--- config.mk ---
export PLATFORM = sky130hd
export DESIGN_NAME = uc_sequencer_flat
export DESIGN_NICKNAME = d
export VERILOG_FILES = /design/src/rtl/uc_sequencer_if.sv /design/src/rtl/uc_sequencer.sv /design/src/flat_wrapper.sv
export SDC_FILE = /design/constraint.sdc
export NUM_CORES = 1
export LEC_CHECK = 0
export ABC_AREA = 0
export BUFFER_PORTS_ARGS = -buffer_cell sky130_fd_sc_hd__clkbuf_2
export CAP_MARGIN = 20
export CORE_ASPECT_RATIO = 1.1
export CORE_MARGIN = 4
export CORE_UTILIZATION = 44
export DETAILED_ROUTE_END_ITERATION = 8
export HOLD_SLACK_MARGIN = 0.15
export PLACE_DENSITY = 0.72
export SLEW_MARGIN = 10
export SYNTH_ARGS = -nofsm -noshare
export SYNTH_HDL_FRONTEND = slang
export SYNTH_SLANG_ARGS = --single-unit
--- constraint.sdc ---
create_clock -name clk -period 1.5 [get_ports clk]
set_input_delay 0.3 -clock clk [delete_from_list [all_inputs] [get_ports clk]]
set_output_delay 0.3 -clock clk [all_outputs]
set_load 0.005 [all_outputs]
--- src/rtl/uc_sequencer_if.sv ---
// Memory bus between the uc_sequencer control unit and its synchronous
// single-port memory. The sequencer is the master: it drives address,
// access strobe and write strobe, and receives read data one cycle after
// a read access. Write data is not part of this bus; it comes straight
// from the UT accumulator.
//
// Bus protocol: mem_en=1 requests an access at mem_addr in that cycle.
// With mem_we=0, mem_rdata carries the addressed word in the following
// cycle. With mem_we=1, the word is written at the clock edge. There is
// no back-pressure; the memory must accept every access.
interface uc_sequencer_if #(
  parameter int ADDR_W = 6,
  parameter int DATA_W = 8
);
  logic [ADDR_W-1:0] mem_addr;
  logic              mem_en;
  logic              mem_we;
  logic [DATA_W-1:0] mem_rdata;

  modport master (
    output mem_addr,
    output mem_en,
    output mem_we,
    input  mem_rdata
  );

  modport slave (
    input  mem_addr,
    input  mem_en,
    input  mem_we,
    output mem_rdata
  );
endinterface

--- src/rtl/uc_sequencer.sv ---
// uc_sequencer: control unit of a 4-instruction accumulator processor.
// Owns PC and RI, drives the memory bus and every UT datapath strobe.
// Instruction word: opcode = word[ADDR_W+1:ADDR_W], operand = word[ADDR_W-1:0].
// Opcodes: 00 NOR, 01 ADD, 10 STA, 11 JCC (jump when carry clear).
// Outputs are a Moore decode of the state, with every strobe gated by ce.
// Optional build macro UC_STEP_EN adds a 'step' input: the FSM waits in
// FETCH_INS until step is seen, then runs exactly one instruction.
module uc_sequencer #(
  parameter int          ADDR_W  = 6,
  parameter int          DATA_W  = 8,
  parameter logic [2:0]  SEL_NOR = 3'b000,
  parameter logic [2:0]  SEL_ADD = 3'b001
) (
  input  logic              clk,
  input  logic              rst,
  input  logic              ce,
`ifdef UC_STEP_EN
  input  logic              step,
`endif
  input  logic              carry,
  uc_sequencer_if.master    mem,
  output logic [2:0]        sel_UAL,
  output logic              load_R1,
  output logic              load_accu,
  output logic              load_carry,
  output logic              init_carry,
  output logic [ADDR_W-1:0] pc,
  output logic              instr_done,
  output logic [2:0]        state_dbg
);

  // The instruction word must hold a 2-bit opcode above a full address.
  if (DATA_W < ADDR_W + 2) begin : g_bad_width
    $error("uc_sequencer: DATA_W must be at least ADDR_W+2");
  end

  typedef enum logic [2:0] {
    S_INIT      = 3'd0,
    S_FETCH_INS = 3'd1,
    S_DECODE    = 3'd2,
    S_FETCH_OP  = 3'd3,
    S_LOAD_R1   = 3'd4,
    S_EXE       = 3'd5,
    S_STORE     = 3'd6,
    S_EXE_JCC   = 3'd7
  } state_t;

  localparam logic [1:0] OP_NOR = 2'b00;
  localparam logic [1:0] OP_ADD = 2'b01;
  localparam logic [1:0] OP_STA = 2'b10;

  state_t              state_q, state_d;
  logic [ADDR_W-1:0]   pc_q, pc_d;
  logic [ADDR_W+1:0]   ri_q, ri_d;

  // Ungated strobes straight from the state decode.
  logic                en_s, we_s, lr1_s, la_s, lc_s, ic_s, done_s;
  logic [ADDR_W-1:0]   addr_s;
  logic [2:0]          sel_s;

  logic [1:0]          ri_op;
  logic [ADDR_W-1:0]   ri_operand;
  logic [1:0]          rd_op;

  assign ri_op      = ri_q[ADDR_W+1:ADDR_W];
  assign ri_operand = ri_q[ADDR_W-1:0];
  // DECODE steers on the word arriving from memory, RI is loaded in parallel.
  assign rd_op      = mem.mem_rdata[ADDR_W+1:ADDR_W];

  // State, PC and RI registers: reset wins, ce=0 freezes everything.
  always_ff @(posedge clk) begin
    if (rst) begin
      state_q <= S_INIT;
      pc_q    <= '0;
      ri_q    <= '0;
    end else if (ce) begin
      state_q <= state_d;
      pc_q    <= pc_d;
      ri_q    <= ri_d;
    end
  end

  // Next-state, PC/RI update and Moore strobe decode.
  always_comb begin
    state_d = state_q;
    pc_d    = pc_q;
    ri_d    = ri_q;
    addr_s  = pc_q;
    sel_s   = SEL_NOR;
    en_s    = 1'b0;
    we_s    = 1'b0;
    lr1_s   = 1'b0;
    la_s    = 1'b0;
    lc_s    = 1'b0;
    ic_s    = 1'b0;
    done_s  = 1'b0;
    case (state_q)
      S_INIT: begin
        ic_s    = 1'b1;
        state_d = S_FETCH_INS;
      end
      S_FETCH_INS: begin
`ifdef UC_STEP_EN
        // Hold here, bus idle, until a step request arrives.
        if (step) begin
          en_s    = 1'b1;
          state_d = S_DECODE;
        end
`else
        en_s    = 1'b1;
        state_d = S_DECODE;
`endif
      end
      S_DECODE: begin
        ri_d = mem.mem_rdata[ADDR_W+1:0];
        pc_d = pc_q + ADDR_W'(1);
        case (rd_op)
          OP_NOR, OP_ADD: state_d = S_FETCH_OP;
          OP_STA:         state_d = S_STORE;
          default:        state_d = S_EXE_JCC;
        endcase
      end
      S_FETCH_OP: begin
        en_s    = 1'b1;
        addr_s  = ri_operand;
        state_d = S_LOAD_R1;
      end
      S_LOAD_R1: begin
        // Operand word is on mem_rdata now; UT captures it into R1.
        lr1_s   = 1'b1;
        state_d = S_EXE;
      end
      S_EXE: begin
        la_s   = 1'b1;
        done_s = 1'b1;
        // NOR leaves the carry flag untouched.
        if (ri_op == OP_ADD) begin
          sel_s = SEL_ADD;
          lc_s  = 1'b1;
        end
        state_d = S_FETCH_INS;
      end
      S_STORE: begin
        en_s    = 1'b1;
        we_s    = 1'b1;
        addr_s  = ri_operand;
        done_s  = 1'b1;
        state_d = S_FETCH_INS;
      end
      S_EXE_JCC: begin
        // carry is read here before init_carry clears it at this edge.
        ic_s   = 1'b1;
        done_s = 1'b1;
        if (!carry) begin
          pc_d = ri_operand;
        end
        state_d = S_FETCH_INS;
      end
      default: begin
        state_d = S_INIT;
      end
    endcase
  end

  assign mem.mem_addr = addr_s;
  assign mem.mem_en   = ce & en_s;
  assign mem.mem_we   = ce & we_s;
  assign sel_UAL      = sel_s;
  assign load_R1      = ce & lr1_s;
  assign load_accu    = ce & la_s;
  assign load_carry   = ce & lc_s;
  assign init_carry   = ce & ic_s;
  assign instr_done   = ce & done_s;
  assign pc           = pc_q;
  assign state_dbg    = state_q;

endmodule

--- src/flat_wrapper.sv ---
// flat-port wrapper written by rule: the top's interface ports become plain ports
module uc_sequencer_flat 
#(
  parameter int          ADDR_W  = 6,
  parameter int          DATA_W  = 8,
  parameter logic [2:0]  SEL_NOR = 3'b000,
  parameter logic [2:0]  SEL_ADD = 3'b001
)
  (clk, rst, ce, carry, sel_UAL, load_R1, load_accu, load_carry, init_carry, pc, instr_done, state_dbg, mem_mem_addr, mem_mem_en, mem_mem_we, mem_mem_rdata);
  uc_sequencer_if #(.ADDR_W(ADDR_W), .DATA_W(DATA_W)) mem_i ();
  input  logic clk;
  input  logic rst;
  input  logic ce;
  input  logic carry;
  output logic [2:0] sel_UAL;
  output logic load_R1;
  output logic load_accu;
  output logic load_carry;
  output logic init_carry;
  output logic [ADDR_W-1:0] pc;
  output logic instr_done;
  output logic [2:0] state_dbg;
  output wire logic [$bits(mem_i.mem_addr)-1:0] mem_mem_addr;
  output wire logic [$bits(mem_i.mem_en)-1:0] mem_mem_en;
  output wire logic [$bits(mem_i.mem_we)-1:0] mem_mem_we;
  input wire logic [$bits(mem_i.mem_rdata)-1:0] mem_mem_rdata;
  assign mem_mem_addr = mem_i.mem_addr;
  assign mem_mem_en = mem_i.mem_en;
  assign mem_mem_we = mem_i.mem_we;
  assign mem_i.mem_rdata = mem_mem_rdata;
  uc_sequencer #(.ADDR_W(ADDR_W), .DATA_W(DATA_W), .SEL_NOR(SEL_NOR), .SEL_ADD(SEL_ADD)) u_core (.clk(clk), .rst(rst), .ce(ce), .carry(carry), .mem(mem_i), .sel_UAL(sel_UAL), .load_R1(load_R1), .load_accu(load_accu), .load_carry(load_carry), .init_carry(init_carry), .pc(pc), .instr_done(instr_done), .state_dbg(state_dbg));
endmodule
# [After elaboration in Yosys (flattened, before gate mapping)]
# Index checks and enable logic that the tools add are counted.
[totals] mem_bits_ro=0 regBits=17 ramBits=0 latch_bits=0 output_inout_bits=25 input_bits=12 elab_cells=48 memories=0
[op_classes] n_shift=0 n_lt_le_gt_ge=0 div=0 n_reduce_logical=11 eq_ne=11 addsub=1 mux=15 bitwise=7 n_mul=0
[ops] op="$pmux 3 s5" count=1
[ops] op="$eq 3x3->1 const B" count=4
[ops] op="$mux 6" count=2
[ops] op="$pmux 6 s2" count=1
[ops] op="$mux 1" count=9
[ops] op="$and 1x1->1" count=7
[ops] op="$add 6x1->6 const B" count=1
[ops] op="$eq 3x2->1 const B" count=2
[ops] op="$pmux 3 s2" count=1
[ops] op="$reduce_or 2->1" count=3
[ops] op="$reduce_or 3->1" count=2
[ops] op="$eq 2x1->1 const B" count=2
[ops] op="$reduce_or 4->1" count=1
[ops] op="$eq 3x1->1 const B" count=1
[ops] op="$logic_not 3->1" count=1
[ops] op="$mux 3" count=1
[ops] op="$reduce_and 3->1" count=1
[ops] op="$eq 2x2->1 const B" count=1
[ops] op="$logic_not 2->1" count=1
[ops] op="$ne 2x2->1 const B" count=1
[ops] op="$reduce_and 2->1" count=1
[ops] op="$reduce_bool 2->1" count=1

# [Depth between registers and ports, before layout]
[logic_depth] ltp_word=4 ltp_mapped=6 ltp_nobuf=5

# [Worst setup path after synthesis]
# Ideal clock, no wire load.
[synth_timing] kind="register -> output" startpoint="reg u_core.state_q[0] (netlist: u_core.state_dbg[0])" endpoint="out mem_mem_addr[0]" t_required_ns=1.200 path_stages_with_launch=5 arrival_ns=1.169 path_slack_ns=0.031 path_cell_list="dfxtp_1 -> buf_4 -> xor2_1 -> nand2_1 -> mux2_2"
[synth_via] elab_chain_cells=3 elab_cells_between_ends=4
[synth_rtl] element="start: declaration" line_no="uc_sequencer.sv:52" source="state_t state_q, state_d;"
[synth_rtl] element="start signal: assignment" line_no="uc_sequencer.sv:77" source="state_q <= state_d;"
[synth_rtl] element="$eq 3x2->1 / $eq 3x3->1 (equally long branches)" line_no="uc_sequencer.sv:97" source="case (state_q)"
[synth_rtl] element="$reduce_or 2->1 (no line) *"
[synth_rtl] element="$mux 6 *" line_no="uc_sequencer.sv:97"
[synth_rtl] element="end: declaration" line_no="flat_wrapper.sv:23" source="output wire logic [$bits(mem_i.mem_addr)-1:0] mem_mem_addr;"
# Mark *: on every way between the ends. The rest lies on a longest branch, timed or not.

# [Final worst setup path]
[layout_timing] startpoint="reg u_core.state_q[2] (netlist: u_core.state_dbg[2])" endpoint="out mem_mem_addr[2]"
# The elaborated chain is that of the path after synthesis.

==> metrics.csv <==
stage,metric,value,unit
run_status,run_status,"finished, violations left",
run_status,violations,negative setup slack,
synthesis,async_reset_ff_frac,0,
run,drv_cap,0,
place,port_buffers,34,
timing,fmax,590,MHz
cells_and_area,fin_nets,173,
synthesis,synth_edf_count,0,
synthesis,ys_ff_latch,17,
grt,antenna_found_initial,0,
place,dp_cells,182,
synthesis,yosys_warnings,0,
cts,cts_tree,done,
setup_path,crit_required,1.20,ns
cts,clkTransAtPathRegs,0.11,ns
cts,cts_sinks,17,
cells_and_area,multi_input_area,697,sq um
timing,setup_viol,10,
synthesis,syn_area,1060,sq um
drt,ant_nets,0,
drt,drcViolationCount,0,
synthesis,ys_types,43,
drt,totalWireLength,2640,microns
grt,grt_pass1_wl,3860,microns
setup_path,worstSetupPathType,reg2out,
cells_and_area,design_area,1370,sq um
place,dpl.hpwl,1790,microns
pwr,p_leak,0.596,nW
die,die_w,54.9,microns
drt,wl_per_cell,14.0,microns
cells_and_area,synthToLayoutAreaGrowth,28.8,%
die,dieArea,3270,sq um
synthesis,synthFlopType,dfxtp_1,
hold_path,hold_path_class,in2reg,
grt,grt_max_degree,19,
grt,grt_util_all_layers,0.159,
pwr,power.density,696,nW/um^2
drt,vias,1016,
die,placement_rows,18,
setup_path,cp-start-kind,register,
grt,gr-total-overflow,0,
cells_and_area,seqCellArea,347,sq um
grt,grt_pass1_vias,893,
cts,clock_latency,0.30,ns
drt,via_per_inst,5.38,
synthesis,seq_area_frac_synth,0.320,
setup_path,max_stage_delay,0.34,ns
timing,fin_ws,-0.194,ns
die,core,2270,sq um
place,gp_congestion,0.801,
timing,finalHoldViolations,0,
cells_and_area,stdcell_count,189,
die,io_pins,37,
setup_path,path_cells,xor2_2 -> nand2_4 -> mux2_2 -> clkbuf_2,
cts,cts_root_buf,clkbuf_4,
synthesis,syn_inst,123,
cells_and_area,fillCellCount,208,
synthesis,synth.area.top_cells,"dfxtp_1, mux2i_1, mux2_2",
timing,fin_worst_skew,0.00933,ns
cts,clockBufferDepth,2,
setup_path,cp.arrival,1.39,ns
cts,cts_inserted_buffers,3,
die,dieHeight,59.6,microns
setup_path,crit_path_end_kind,primary output,
die,start_util,0.468,
synthesis,yosysTopAreaCell,dfxtp_1,
drt,dr.pass1.iters,4,
timing,fin_crit_sh,1.13,
drt,drtIter0Drc,29,
cells_and_area,antenna_cells,0,
synthesis,syn_area_per_cell,8.66,sq um
synthesis,synth.top_cell.area_share,0.320,
place,postPlaceCellArea,1240,sq um
cts,cts_max_level,1,
cells_and_area,final_layout_size_suffix_gt1_frac,0.434,
setup_path,slowest_stage,dfxtp_2,
timing,slew_viol_final,0,
timing,period_needed,1.69,ns
pwr,vdd_ir_drop_max,0.000550,V
timing,rsz0062_at_grt,yes,
setup_path,critPathMaxFanout,6,
timing,tns,-1.39,ns
[path summary, 6_finish.rpt]
path	slack, ns	cells after the start	end	from
worst max-delay path	-0.19	4	mem_mem_addr[2]	u_core.state_dbg[2]$_SDFFE_PP0P_
worst min-delay path	0.23	3	u_core.ri_q[5]$_SDFFE_PP0P_	mem_mem_rdata[5]
worst max register to register	0.04	6	u_core.pc[5]$_SDFFE_PP0P_	u_core.state_dbg[0]$_SDFFE_PP0P_
worst min register to register	0.52	2	u_core.ri_q[6]$_SDFFE_PP0P_	u_core.ri_q[6]$_SDFFE_PP0P_
[sequential cells by signal, indices dropped and copies added, names as in the netlist]
name,count
u_core.ri_q,8
u_core.pc,6
u_core.state_dbg,3
[timing repair]
action / 4_1_cts / 5_1_grt
pin swaps: 3 / 2
gates cloned: 0 / 0
hold buffers: 0 / 0
gates resized for setup: 11 / 12
endpoints found under the setup margin: 14 / 20
setup buffers: 3 / 0
[cell usage in the layout, fill, tap and decap left out, drive strengths merged, types with 2 or more instances in the layout]
| master | n |
|---|---|
| clkbuf | 37 |
| nor2 | 18 |
| dfxtp | 17 |
| mux2i | 12 |
| nand2 | 9 |
| buf | 8 |
| mux2 | 6 |
| o21ai | 6 |
| nor3 | 5 |
| nand3 | 4 |
| a21oi | 4 |
| a31oi | 3 |
| inv | 3 |
| and2 | 2 |
| conb | 2 |
| nand2b | 2 |
| and3 | 2 |
| o31ai | 2 |
[area by class of cell]
type / instances / share of cell area
multi-input combinational: 93 / 0.508
sequential: 17 / 0.253
timing repair buffer: 42 / 0.180
tap: 30 / 0.0274
clock buffer: 3 / 0.0164
inverter: 3 / 0.0119
clock inverter: 1 / 0.00365
[per-layer routing]
metal / track usage / up-vias / part of all wire
li1: - / 502 / -
met1: 0.216 / 473 / 0.45
met2: 0.235 / 37 / 0.47
met3: 0.0378 / 4 / 0.063
met4: 0.0729 / 0 / 0.015
met5: 0 / - / 0
[cells in the mapped netlist (2+ instances only)]
cell,n
nor3_1,4
dfxtp_1,17
buf_6,2
mux2i_1,12
o21ai_0,6
nor2_1,17
a21oi_1,4
nand3_1,4
a31oi_1,3
buf_4,4
mux2_2,6
buf_2,2
nand2_1,9
inv_1,2
and2_1,2
nand2b_1,2
[cells by family after synthesis]
logic type / synth area share
AO/OA/AOI/OAI: 0.143
adder cells (fa/ha/maj): 0.0117
XOR/XNOR: 0.00823
other: 0.00352
flip-flops: 0.320
multiplexers: 0.176
buffers and inverters: 0.0999
AND/OR/NAND/NOR: 0.237
[critical path: cells and delay by family (launching register included)]
family / cells / cell delay (ns)
flip-flops: 1 / 0.34
multiplexers: 1 / 0.34
AND/OR/NAND/NOR: 1 / 0.13
buffers and inverters: 1 / 0.11
XOR/XNOR: 1 / 0.18
[report_power, final]
part           switching, mW  total, mW  internal (mW)
Clock                  0.154      0.253         0.0993
Sequential            0.0228      0.493          0.470
Combinational          0.107      0.209          0.102
[per-stage QoR]
step,hold slack (ns),utilization,worst slack (ns),power (mW)
final,0.227,0.603,-0.194,0.955
after global routing,0.241,0.603,-0.239,0.997
after CTS,0.231,0.579,-0.188,0.943
after detailed placement,0.496,0.543,0.0291,0.679
after global placement,0.467,0.543,0.0597,0.674
after floorplan,0.447,-,0.0310,0.623
Power figures use the tool's default switching activity.
